**src/rtl/logic_nor_unit.sv**
```systemverilog
// Bitwise NOR gate cell: combinational result, a registered copy qualified by
// in_valid, and a saturating count of accepted all-ones results.
module logic_nor_unit #(
    parameter int WIDTH     = 1,
    parameter int CNT_WIDTH = 16
) (
    input  logic                 clk,
    input  logic                 rst,
    input  logic [WIDTH-1:0]     a,
    input  logic [WIDTH-1:0]     b,
    input  logic                 in_valid,
    input  logic                 cnt_clr,
    output logic [WIDTH-1:0]     y,
    output logic [WIDTH-1:0]     y_q,
    output logic                 out_valid,
    output logic [CNT_WIDTH-1:0] nor_ones_cnt
);

    localparam logic [CNT_WIDTH-1:0] CNT_MAX = {CNT_WIDTH{1'b1}};
    localparam logic [CNT_WIDTH-1:0] CNT_ONE = {{(CNT_WIDTH-1){1'b0}}, 1'b1};

    function automatic logic all_ones(input logic [WIDTH-1:0] v);
        return &v;
    endfunction

    logic [WIDTH-1:0]     w_nor;
    logic                 w_ones_hit;
    logic [CNT_WIDTH-1:0] w_cnt_nxt;

    logic [WIDTH-1:0]     r_y_q;
    logic                 r_out_valid;
    logic [CNT_WIDTH-1:0] r_cnt;

    // The gate itself stays outside all clocked logic so it works with no clock.
    assign w_nor = ~(a | b);
    assign y     = w_nor;

    // Next counter value: clear wins over increment, increment stops at all-ones.
    always_comb begin
        w_ones_hit = 1'b0;
        w_cnt_nxt  = r_cnt;
        w_ones_hit = in_valid & all_ones(w_nor);
        if (cnt_clr) begin
            w_cnt_nxt = {CNT_WIDTH{1'b0}};
        end else if (w_ones_hit && (r_cnt != CNT_MAX)) begin
            w_cnt_nxt = r_cnt + CNT_ONE;
        end else begin
            w_cnt_nxt = r_cnt;
        end
    end

    // Registered copy, valid strobe and counter state.
    always_ff @(posedge clk) begin
        if (rst) begin
            r_y_q       <= {WIDTH{1'b0}};
            r_out_valid <= 1'b0;
            r_cnt       <= {CNT_WIDTH{1'b0}};
        end else begin
            if (in_valid) begin
                r_y_q <= w_nor;
            end else begin
                r_y_q <= r_y_q;
            end
            r_out_valid <= in_valid;
            r_cnt       <= w_cnt_nxt;
        end
    end

    assign y_q          = r_y_q;
    assign out_valid    = r_out_valid;
    assign nor_ones_cnt = r_cnt;

endmodule

```
**config.mk**
```make
export PLATFORM = sky130hd
export DESIGN_NAME = logic_nor_unit
export DESIGN_NICKNAME = d
export VERILOG_FILES = /design/src/rtl/logic_nor_unit.sv
export SDC_FILE = /design/constraint.sdc
export NUM_CORES = 1
export LEC_CHECK = 0
export CORE_ASPECT_RATIO = 1.4
export CORE_UTILIZATION = 35
export CTS_CLUSTER_SIZE = 14
export DETAILED_ROUTE_END_ITERATION = 12
export PLACE_DENSITY = 0.71
export REMOVE_ABC_BUFFERS = 1
export SETUP_SLACK_MARGIN = 0.02
export SYNTH_ARGS = -nofsm -noshare
export SYNTH_HDL_FRONTEND = slang
export SYNTH_SLANG_ARGS = --single-unit
```
**constraint.sdc**
```tcl
create_clock -name clk -period 2 [get_ports clk]
set_input_delay 0.2 -clock clk [delete_from_list [all_inputs] [get_ports clk]]
set_output_delay 0.2 -clock clk [all_outputs]
set_load 0.01 [all_outputs]
```
==> flow_summary.toml, run 1 <==
[run_status]
status = "finished clean"

[clock_network]
postCtsSetupBuffers = 0
insertion_delay_ns = 0.29
cts-root-buf = "clkbuf_4"
clkTransAtPathRegs_ns = 0.10
cts.repair.resized = 0
cts-htree-levels = 1
hold_buffers = 0
cts_buffer_depth = 2
clkSinkCount = 18
cts-buffers-inserted = 3
cts_tree = "yes"

[synth]
synth_flop_cell = "dfxtp_1"
synth-edff-count = 0
synthAdderAreaFrac_pct = 1.36
synth-warning-count = 0
synth-async-reset-ratio_pct = 0
synth-seq-cells = 18
synth_top_family_by_area = "simple AND/OR/NAND/NOR gates"
synthCells = 102
synth.distinct_cells = 37
avgSynthCellArea_sq_um = 9.03
synth-compound-area-share_pct = 17.7
synthesis.area_sq_um = 921
synth-xor-area-share_pct = 0.951
ys_seq_area_share_pct = 39.1
synthMuxAreaShare_pct = 2.17
yosys.area_share.simple_pct = 35.9

[critical_path]
r2r_start = "nor_ones_cnt[0]$_SDFFE_PP0P_"
cp.depth = 5
critPathKind = "reg -> reg"
cp_max_fo = 5
start_kind = "flop"
cpMaxStageDelayCell = "dfxtp_1"
cp_slowest_stage_delay_ns = 0.41
critPathArrivalTime_ns = 1.92
reg2reg_depth = 5
end_kind = "flop"
cp_cell_sequence = "ha_1, and4bb_2, nor4b_2, a31oi_1, a211oi_1"
cp.required_ns = 2.21
cp_top_family = "simple AND/OR/NAND/NOR gates"
startpoint = "nor_ones_cnt[0]$_SDFFE_PP0P_"
cp_num_buf_inv = 0

[route]
vias_per_cell = 5.52
routedWlPerCell_um = 12.9
vias = 917
first_iter_violations = 20
drc = 0
finalWirelength_mm = 2.14
firstDrtPassIters = 5
ant_nets = 0

[floorplanning]
die-area_sq_um = 2840
ios = 25
die_x_um = 45.4
num_rows = 21
core_sq_um = 2440
start_util_pct = 37.7
die_h_um = 62.7

[worst_hold_path]
min_path_type = "reg -> reg"
worstHoldStart = "y_q$_SDFFE_PP0P_"
min_path_cells = 2

[sta]
rsz0062_at_grt = "no"
finalHoldViolCount = 0
fin_skew_ns = 0.00429
worst_pin_slew_ns = 0.412
fin_crit_ns = 1.71
timing.final.ws_setup_ns = 0.290
clock.fmax_mhz = 585
max_slew_margin_pct = 72.3
slew_violations = 0
setup-tns-final_ns = 0
final-setup-viol-count = 0
timing.final.crit_share_pct = 85.5

[placed_design]
place_ws_ns = 0.0354
globalplace.congestion = 0.703
dp.cells = 162
hpwl_mm = 1.69
portBuffers = 24

[final_layout]
area_delta_synth_final_pct = 36.3
final_layout_size_suffix_gt1_share_pct = 12.1
final_nets = 140
fin_cells = 166
diodes = 0

[global_routing]
grt_max_degree = 13
antenna_found_initial = 0
grt_pass1_wl_mm = 3.47
grt_pass1_vias = 843
grt_overflow = 0
track_usage_pct = 15.9

[job]
max_cap_viol_count = 0

[power_and_ir_drop]
power_density_nw_per_um2 = 494
cellLeakagePower_nw = 0.401
peakVddDrop_v = 0.000415
stage by stage:
stage                     hold slack (ns)  utilization (%)  instance area, sq um  power, W
final                               0.480             51.4                  1250  0.000620
after global routing                0.521             51.4                  1250  0.000642
after global placement              0.463             49.9                  1220  0.000406
after floorplan                     0.269                -                   906  0.000383
after CTS                           0.487             51.4                  1250  0.000624
after detailed placement            0.469             49.9                  1220  0.000407
path summary, 6_finish.rpt:
kind,endpoint,slack (ns)
worst max register to register,nor_ones_cnt[14]$_SDFFE_PP0P_,0.29
worst min register to register,y_q$_SDFFE_PP0P_,0.48
worst min-delay path,y_q$_SDFFE_PP0P_,0.48
worst max-delay path,nor_ones_cnt[14]$_SDFFE_PP0P_,0.29
worst register-to-register path, delay by kind of cell, from the launching register on:
| kind | cells | cell delay, ns |
|---|---|---|
| compound gates | 2 | 0.38 |
| flops | 1 | 0.41 |
| simple gates | 2 | 0.63 |
| fa+ha+maj | 1 | 0.21 |
cells in the mapped netlist, types with 2 or more instances:
| cell type | n | area, sq um |
|---|---|---|
| or4_1 | 4 | 30.0 |
| dfxtp_1 | 18 | 360 |
| o31a_1 | 2 | 17.5 |
| nand2_1 | 10 | 37.5 |
| nand4_1 | 4 | 25.0 |
| nor2_1 | 5 | 18.8 |
| o31ai_1 | 4 | 30.0 |
| o21ai_0 | 5 | 25.0 |
| nand3_1 | 3 | 15.0 |
| nor4_1 | 3 | 18.8 |
| a21oi_1 | 10 | 50.1 |
| inv_1 | 3 | 11.3 |
| or3_1 | 5 | 31.3 |
| mux2i_1 | 2 | 20.0 |
| and3_1 | 2 | 12.5 |
metal layers:
metal / global-route usage (%) / vias up / routed length (um)
met1: 18.0 / 433 / 908
met3: 2.02 / 4 / 104
met4: 5.68 / 0 / 28
li1: - / 454 / -
met2: 28.8 / 26 / 1100
met5: 0 / - / 0
power by group:
group | leakage (nW) | internal (W) | total [W] | switching, W
combinational | 0.235 | 0.0000197 | 0.0000370 | 0.0000173
clock | 0.0210 | 0.000111 | 0.000221 | 0.000110
sequential | 0.145 | 0.000360 | 0.000362 | 0.00000124
cell usage in the layout, fill, tap and decap left out, types with 2 or more instances in the layout:
cell	count
a21oi_1	10
and3_1	2
buf_4	4
clkbuf_4	3
clkdlybuf4s50_1	24
dfxtp_1	18
inv_1	3
mux2i_1	2
nand2_1	10
nand3_1	3
nand4_1	4
nor2_1	5
nor4_1	3
o21ai_0	5
o31a_1	2
o31ai_1	4
or3_1	5
or4_1	4
state kept, by name (all words and copies together) (netlist names):
register / count
nor_ones_cnt: 16
out_valid: 1
y_q: 1
cell families (layout without fill, tap and decap cells):
| family | count (synthesis) | count (layout) |
|---|---|---|
| adder cells (fa/ha/maj) | 1 | 1 |
| multiplexers | 2 | 2 |
| buffers and inverters | 5 | 35 |
| XOR/XNOR | 1 | 1 |
| AO/OA/AOI/OAI | 26 | 26 |
| flip-flops | 18 | 18 |
| AND/OR/NAND/NOR | 49 | 49 |
final cells by class:
class	instances	area [sq um]
flip-flops and latches	18	360
inverters	3	11.3
repair buffers	28	270
fillers	247	1190
well taps	34	42.5
clock buffers	4	36.3
multi-input cells	79	534
(Power assumes the default switching activity.)
==> inputs of run 2 (changes only) <==
ABC_AREA = 1   (was unset)
PLACE_DENSITY = 0.7   (was 0.71)
==> run 2 against run 1 <==
Against the previous run: synthesized area is 8.3% higher; register-to-register slack gained 0.13 ns; sequential power hardly changed; flip-flop and latch count unchanged; clock skew increased by 0.0047 ns; worst hold slack worse by 0.0036 ns; wire length up 16%; critical path depth is 3 higher; largest power group unchanged.
==> flow_summary.toml, run 2 <==
[sta]
slew_violations = 0
fin_skew_ns = 0.00901
final-setup-viol-count = 0
fin_crit_ns = 1.58
finalHoldViolCount = 0
clock.fmax_mhz = 633
max_slew_margin_pct = 76.7
worst_pin_slew_ns = 0.348
rsz0062_at_grt = "no"
timing.final.crit_share_pct = 79.0
setup-tns-final_ns = 0
timing.final.ws_setup_ns = 0.421

[power_and_ir_drop]
peakVddDrop_v = 0.000373
power.total_w = 0.000641
cellLeakagePower_nw = 0.430
power_density_nw_per_um2 = 490

[clock_network]
hold_buffers = 0
cts-htree-levels = 1
clkTransAtPathRegs_ns = 0.11
clkSinkCount = 18
cts_tree = "yes"
cts-root-buf = "clkbuf_4"
insertion_delay_ns = 0.30
cts.repair.resized = 0
cts-buffers-inserted = 3
cts_buffer_depth = 2
postCtsSetupBuffers = 0

[global_routing]
antenna_found_initial = 0
use_met1_pct = 21.2
grt_overflow = 0
grt_util_met3_pct = 1.65
top_usage_layer = "met2"
track_usage_pct = 18.0
met2_usage_pct = 30.7
grt_max_degree = 15
grt_pass1_wl_mm = 4.13
grt_pass1_vias = 1003

[run_status]
status = "finished clean"

[route]
firstDrtPassIters = 4
vias = 1065
routedWlPerCell_um = 11.8
vias_per_cell = 5.05
drc = 0
ant_nets = 0
finalWirelength_mm = 2.48
first_iter_violations = 16

[final_layout]
fin_util_pct = 49.0
fin_cells = 211
final_layout_size_suffix_gt1_share_pct = 12.0
area_delta_synth_final_pct = 31.1
final_nets = 183
final.fill_count = 279
final_common_cell = "nor2_1"
largest_reg_flops = 16
diodes = 0
final_cell_mix = "38 x nor2_1, 37 x nand2_1, 24 x clkdlybuf4s50_1"

[synth]
synth_flop_cell = "dfxtp_1"
synth_common_cells = "38 x nor2_1, 37 x nand2_1, 18 x dfxtp_1"
synth.distinct_cells = 21
avgSynthCellArea_sq_um = 6.74
synth_largest_area_cell = "dfxtp_1"
synth-warning-count = 0
synth-seq-cells = 18
yosysMostFrequentCell = "nor2_1"
synth-async-reset-ratio_pct = 0
synthCells = 148
synthesis.area_sq_um = 997
ys_seq_area_share_pct = 36.1
synthTopCellsByArea = "dfxtp_1 36%, nor2_1 14%, nand2_1 14%"
synth-edff-count = 0
synth_top_cell_area_share_pct = 36.1

[worst_hold_path]
min_path_type = "reg -> reg"
worstHoldStart = "y_q$_SDFFE_PP0P_"

[critical_path]
cp.required_ns = 2.24
start_kind = "flop"
critPathKind = "reg -> reg"
cp_max_fo = 5
r2r_start = "nor_ones_cnt[0]$_SDFFE_PP0P_"
critPathArrivalTime_ns = 1.82
end_kind = "flop"
startpoint = "nor_ones_cnt[0]$_SDFFE_PP0P_"

[placed_design]
portBuffers = 24
hpwl_mm = 1.86
globalplace.congestion = 0.846
place_ws_ns = 0.408
dp.cells = 207

[floorplanning]
die_x_um = 47.1
start_util_pct = 37.3
die-area_sq_um = 3070
core_sq_um = 2670
ios = 25
die_h_um = 65.2
num_rows = 22

[job]
max_cap_viol_count = 0
==> run 2: cells by family after synthesis <==
kind of cell    Yosys count  share of synthesized area (%)
compound gates           17                           9.66
xor+xnor                  2                           1.76
buf+inv                   9                           4.52
simple gates            101                           46.7
flops                    18                           36.1
fa+ha+maj                 1                           1.25
==> run 2: power breakdown <==
group,internal (W),total [W],switching (W)
Combinational,0.0000231,0.0000461,0.0000230
Clock,0.000111,0.000232,0.000121
Sequential,0.000361,0.000363,0.00000165
==> run 2: layer usage <==
| layer | routed length (um) | vias up |
|---|---|---|
| li1 | - | 527 |
| met1 | 991 | 485 |
| met2 | 1250 | 43 |
| met3 | 149 | 10 |
| met4 | 88 | 0 |
| met5 | 0 | - |
==> run 2: path summary, 6_finish.rpt <==
| path | endpoint | slack [ns] | cells after the start |
|---|---|---|---|
| worst max-delay path | nor_ones_cnt[14]$_SDFFE_PP0P_ | 0.42 | 8 |
| worst min-delay path | y_q$_SDFFE_PP0P_ | 0.48 | 2 |
| worst max register to register | nor_ones_cnt[14]$_SDFFE_PP0P_ | 0.42 | 8 |
| worst min register to register | y_q$_SDFFE_PP0P_ | 0.48 | 2 |
==> run 2: stage by stage <==
stage	instance area [sq um]	hold slack (ns)
6_report	1310	0.477
5_1_grt	1310	0.499
4_1_cts	1310	0.482
3_5_place_dp	1270	0.465
3_3_place_gp	1270	0.452
2_1_floorplan	978	0.269
==> run 2: final cells by class <==
class,instances,area (sq um),area share (%)
Multi-Input combinational cell,121,592,45.3
Inverter,7,26.3,2.01
Timing Repair Buffer,25,248,18.9
Clock buffer,4,36.3,2.78
Tap cell,36,45.0,3.44
Sequential cell,18,360,27.6
==> run 2: critical path, stage by stage, from the launching register on <==
cell and delay (ns):
dfxtp_1 0.37, ha_1 0.24, nand3_1 0.12, inv_2 0.06, nand2_2 0.13, nor2_4 0.07
nor2_1 0.28, nand2_1 0.11, a21oi_1 0.12
